--- src/rtl/hazard_tracker_pkg.sv ---
// Shared types and constants for the hazard tracker: the in-flight
// destination tag records, the zero-register constant and counter sizing.
package hazard_tracker_pkg;

  localparam int         CNT_W    = 16;
  localparam logic [4:0] REG_ZERO = 5'd0;

  localparam logic [CNT_W-1:0] CNT_MAX = {CNT_W{1'b1}};

  // Tag held in ID/EX: the destination register plus the two control bits
  // the hazard logic cares about.
  typedef struct packed {
    logic [4:0] rd;
    logic       reg_write;
    logic       mem_read;
  } tag_t;

  // Later stages only need the destination and its write flag; the load
  // flag has served its purpose once the instruction leaves EX.
  typedef struct packed {
    logic [4:0] rd;
    logic       reg_write;
  } wb_tag_t;

  localparam tag_t    TAG_NOP    = '0;
  localparam wb_tag_t WB_TAG_NOP = '0;

endpackage : hazard_tracker_pkg

--- src/rtl/sat_counter16.sv ---
// Event counter: counts enabled cycles, sticks at all-ones, synchronous clear.
module sat_counter16
  import hazard_tracker_pkg::*;
(
  input  logic             clk_i,
  input  logic             clr_i,
  input  logic             en_i,
  output logic [CNT_W-1:0] cnt_o
);

  logic [CNT_W-1:0] cnt_q;
  logic [CNT_W-1:0] cnt_d;

  // Next count: clear wins, otherwise increment until saturated.
  always_comb begin
    // NOTE: assigning a default first keeps every path driven, so no latch is inferred.
    cnt_d = cnt_q;
    if (clr_i) begin
      cnt_d = '0;
    end else if (en_i && (cnt_q != CNT_MAX)) begin
      cnt_d = cnt_q + 1'b1;
    end
  end

  // Count register; the clear is folded into cnt_d so reset stays synchronous.
  always_ff @(posedge clk_i) begin
    // NOTE: non-blocking assignment so every flop samples pre-edge values.
    cnt_q <= cnt_d;
  end

  assign cnt_o = cnt_q;

endmodule : sat_counter16

--- src/rtl/hazard_tracker.sv ---
// Tracks destination tags through ID/EX, EX/MEM and MEM/WB, detects
// load-use hazards against the instruction in ID, and arbitrates stall
// versus branch flush. Stall and flush cycles are counted.
module hazard_tracker
  import hazard_tracker_pkg::*;
(
  input  logic             clk_i,
  input  logic             rst_i,
  input  logic [4:0]       IF_ID_rs,
  input  logic [4:0]       IF_ID_rt,
  input  logic             use_rt,
  input  logic [4:0]       dec_rd,
  input  logic             dec_RegWrite,
  input  logic             dec_MemRead,
  input  logic             branch_taken,
  output logic [4:0]       EX_MEM_rd,
  output logic [4:0]       MEM_WB_rd,
  output logic             EX_MEM_RegWrite,
  output logic             MEM_WB_RegWrite,
  output logic             PC_write,
  output logic             IF_ID_write,
  output logic             ID_EX_bubble,
  output logic             flush,
  output logic [CNT_W-1:0] stall_cnt,
  output logic [CNT_W-1:0] flush_cnt
);

  tag_t    id_ex_q,  id_ex_d;
  wb_tag_t ex_mem_q, ex_mem_d;
  wb_tag_t mem_wb_q, mem_wb_d;

  logic load_use;
  logic stall_req;
  logic flush_req;

  // A load in EX whose result the ID instruction needs. $0 never creates a
  // dependency, so it is excluded here even though its tags still flow.
  assign load_use = id_ex_q.mem_read
                 && (id_ex_q.rd != REG_ZERO)
                 && ((id_ex_q.rd == IF_ID_rs) || (use_rt && (id_ex_q.rd == IF_ID_rt)));

  // Reset masks both requests; a taken branch overrides the stall because
  // the stalled instruction is about to be discarded anyway.
  assign flush_req = branch_taken && !rst_i;
  assign stall_req = load_use && !branch_taken && !rst_i;

  assign PC_write     = !stall_req;
  assign IF_ID_write  = !stall_req;
  assign ID_EX_bubble = stall_req;
  assign flush        = flush_req;

  // Tag advance: decode into ID/EX, then down the pipe, with bubbles
  // inserted by stall and both younger stages squashed by a flush.
  always_comb begin
    id_ex_d  = '{rd: dec_rd, reg_write: dec_RegWrite, mem_read: dec_MemRead};
    ex_mem_d = '{rd: id_ex_q.rd, reg_write: id_ex_q.reg_write};
    mem_wb_d = ex_mem_q;
    if (flush_req) begin
      id_ex_d  = TAG_NOP;
      ex_mem_d = WB_TAG_NOP;
    end else if (stall_req) begin
      id_ex_d  = TAG_NOP;
    end
  end

  // Tag registers with synchronous reset.
  always_ff @(posedge clk_i) begin
    if (rst_i) begin
      id_ex_q  <= TAG_NOP;
      ex_mem_q <= WB_TAG_NOP;
      mem_wb_q <= WB_TAG_NOP;
    end else begin
      id_ex_q  <= id_ex_d;
      ex_mem_q <= ex_mem_d;
      mem_wb_q <= mem_wb_d;
    end
  end

  assign EX_MEM_rd       = ex_mem_q.rd;
  assign EX_MEM_RegWrite = ex_mem_q.reg_write;
  assign MEM_WB_rd       = mem_wb_q.rd;
  assign MEM_WB_RegWrite = mem_wb_q.reg_write;

  sat_counter16 u_stall_cnt (
    .clk_i (clk_i),
    .clr_i (rst_i),
    .en_i  (stall_req),
    .cnt_o (stall_cnt)
  );

  sat_counter16 u_flush_cnt (
    .clk_i (clk_i),
    .clr_i (rst_i),
    .en_i  (flush_req),
    .cnt_o (flush_cnt)
  );

endmodule : hazard_tracker

--- config.mk ---
export PLATFORM = sky130hd
export DESIGN_NAME = hazard_tracker
export DESIGN_NICKNAME = d
export VERILOG_FILES = /design/src/rtl/hazard_tracker_pkg.sv /design/src/rtl/sat_counter16.sv /design/src/rtl/hazard_tracker.sv
export SDC_FILE = /design/constraint.sdc
export NUM_CORES = 1
export LEC_CHECK = 0
export ABC_AREA = 1
export BUFFER_PORTS_ARGS = -buffer_cell sky130_fd_sc_hd__buf_2
export CAP_MARGIN = 30
export CORE_UTILIZATION = 40
export DETAILED_ROUTE_END_ITERATION = 12
export GPL_ROUTABILITY_DRIVEN = 0
export GPL_TIMING_DRIVEN = 0
export PLACE_DENSITY_LB_ADDON = 0.1
export SYNTH_ARGS = -nofsm -noshare
export SYNTH_HDL_FRONTEND = slang
export SYNTH_SLANG_ARGS = --single-unit
export TNS_END_PERCENT = 30
--- constraint.sdc ---
create_clock -name clk_i -period 1.6 [get_ports clk_i]
set_input_delay 0.4 -clock clk_i [delete_from_list [all_inputs] [get_ports clk_i]]
set_output_delay 0.4 -clock clk_i [all_outputs]
set_load 0.02 [all_outputs]
==> run metrics <==
outcome=complete, but fails checks; failing checks=setup timing; total of max-cap violations=0; first-pass GRT wire length=9494 um; FF+latch area=1042 sq um; Flop pwr share=54.6%; skew final=0.007131 ns; asr flop ratio synth=0%; post-synth top area cell=dfxtp_1; Post-synth top cells=99 x nand2_1, 56 x inv_1, 55 x nor2_1; number of flops mapped to enable cells by yosys=0; clock tree buffer depth=2; clock-pin slew on the worst setup and hold paths=approximately 0.10 ns; Max VDD drop=around 0.43 mV; clock sink count=51; FF+latch count, synth=just over 50; Unique masters post-synth=30; Worst Setup End Kind=output pin; Sw Ratio=23.51%; Post-route DRC=0; Die Y=81.45 um; kind of critical path=reg -> out; arrival time at the worst endpoint=1.44 ns; mapped cell area=2525 sq um; most numerous cell in the Yosys netlist=nand2_1; WP data required=1.20 ns; clock buffer count from CTS=5; CP bufs+invs=3; Hold Vio Cnt, Final=0; Setup violations, final=13; Leakage=1.461 nW; worst hold path class=in -> reg; Primary FF master, synth=dfxtp_1; largest stage delay on the critical path=0.35 ns; drt pass-1 iters=4; gr usage total=18.65%; Max-slew headroom=about 65%; HP Start=dec_rd[1]; Hold Buf Count CTS=0; worst-path cell chain=inv_2 -> nand2_1 -> nand2_1 -> nor2_1 -> nand3_1 -> nand2_2 -> nand3_4 -> buf_6 -> buf_6; Gate Count Post-Synth=379; PortBufs=67; syn avg cell area=between 6 and 7 sq um; post-DR vias/cell=4.670; H-tree levels=2; minimum clock period=1.836 ns; core area=5991 sq um; layout cells sized above 1=a little over a quarter; R2R depth=11; number of cell rows=28; Multi-input gate area=1295 sq um; 1st-iter DRT viols=83; crit path launch type=register; n_diodes=0; initial antenna violation count=0; CP startpoint=id_ex_q[2]; Int Pwr=1.812 mW; CTS root buf=clkbuf_8; Overflow after GRT=0; top cells by area, synth=dfxtp_1 40%, nand2_1 15%, inv_1 8.3%; Worst Hold Depth=3; number of global-route vias before repair=2,116; Combinational Power Share=a little under 7%; register-to-register setup slack=-0.04 ns; placed cells=521; synth-to-layout area growth=28.59%; drt total wl=5957 um; reg2reg end=u_stall_cnt.cnt_o[3]; Crit path max-delay family=simple AND/OR/NAND/NOR gates; largest net degree at the start of global routing=17; Non-Filler Instances=536; Routed Antenna Nets=0; hold endpoint=id_ex_q[3]; Fill cells=637; Die X=81.45 um; hold slack final=~0.28 ns; Layout Nets=about 480; initial core utilization=42.15%; Yosys warnings=0; fin worst setup slack=-0.2360 ns; clock latency on the worst-skew pair=0.31 ns; Critical R2R Launch=id_ex_q[2]; Die ar.=6634 sq um; pwr dens=729.7 nW/um^2; NetSw=0.5570 mW; setup TNS=-0.9241 ns; maximum fanout along the worst path=5; Max Slew Vio Count=0; Seq/Total Area, Yosys=40.44%; Critical-path top delay cell=dfxtp_2; Least-Margin Pin Slew=0.5302 ns; clock share of power=38.5%; max frequency=544.7 MHz; Wirelength per Cell=roughly 11 um; Synthesized Nets=approximately 400; RSZ-0062 raised after global routing=yes; Yosys top cell area share=40.44%; Tcrit/Tclk final=114.7%; DP Wirelength=4419 um; CTS tree=done; total number of vias=2,503; Ports=69
## stage by stage
step	util (%)	setup WS [ns]	power (mW)	area, sq um
after floorplan	-	-0.04807	1.416	2534
after global placement	49.46	-0.1710	1.474	2963
after detailed placement	49.46	-0.2044	1.477	2963
after CTS	53.40	-0.2792	2.400	3199
after global routing	54.20	-0.3693	2.475	3247
final	54.20	-0.2360	2.369	3247
## repair_timing
item | 4_1_cts | 5_1_grt
endpoints found under the setup margin | 29 | 34
setup buffers | 7 | 0
pin swaps | 5 | 3
gates resized for setup | 21 | 12
## flip-flops by register name, summed over array words and instances, names as in the netlist
| register | count |
|---|---|
| u_flush_cnt.cnt_o | 16 |
| MEM_WB_rd | 5 |
| MEM_WB_RegWrite | 1 |
| id_ex_q | 7 |
| u_stall_cnt.cnt_o | 16 |
| EX_MEM_rd | 5 |
| EX_MEM_RegWrite | 1 |
## layer usage
layer	wire length, um	GRT usage (%)
met1	2866	24.41
met3	265	3.667
met2	2755	30.92
met5	0	0
met4	68	5.357
## cell families after synthesis
group | after synthesis | share of synthesized area (%)
simple gates | 204 | 34.39
xor+xnor | 16 | 5.550
fa+ha+maj | 2 | 0.9909
compound gates | 35 | 7.186
flops | 51 | 40.44
buf+inv | 71 | 11.45
## worst register-to-register path, stage by stage (launching register included)
cell and delay (ns):
dfxtp_2 0.35, inv_2 0.05, nand2_1 0.05, nand2_1 0.05
nor2_1 0.11, nand3_1 0.09, nand2_2 0.10, buf_4 0.12
nand4_2 0.22, buf_6 0.25, nand2_1 0.06, a21oi_1 0.06
## cell type report
cell class / count / share of cell area [%]
flip-flops and latches: 51 / 32.10
inverters: 62 / 7.168
well taps: 75 / 2.890
clock inverters: 3 / 1.349
plain buffers: 9 / 2.158
clock buffers: 5 / 2.119
multi-input cells: 257 / 39.88
repair buffers: 74 / 12.33
## cell usage in the layout (no fill, tap or decap), types with 6 or more instances in the layout
master   Yosys  layout
nand3_1     18      17
xor2_1      10      10
nand4_1      8       8
dfxtp_1     51      38
buf_4        1       7
o21ai_0      9       9
buf_2        3      67
a21oi_1     22      22
xnor2_1      6       6
nor3_1      13      11
dfxtp_2      0      11
nor2_1      55      53
nand2_1     99      97
inv_1       56      56
inv_2        6       6
## power by group through the flow
stage,Clock (mW),Sequential (mW),Combinational [mW]
global placement,0,1.32,0.149
floorplan,0,1.33,0.0823
finish,0.911,1.29,0.163
global route,0.992,1.30,0.185
CTS,0.946,1.29,0.161
detailed placement,0,1.33,0.152
## worst max-delay path by stage
| stage | end | slack (ns) | cells after the start |
|---|---|---|---|
| after global placement | PC_write | -0.17 | 5 |
| after global routing | PC_write | -0.37 | 9 |
| after floorplan | PC_write | -0.05 | 4 |
| after CTS | PC_write | -0.28 | 9 |
| final | PC_write | -0.24 | 9 |
| after detailed placement | PC_write | -0.20 | 5 |
Power figures use the tool's default switching activity.
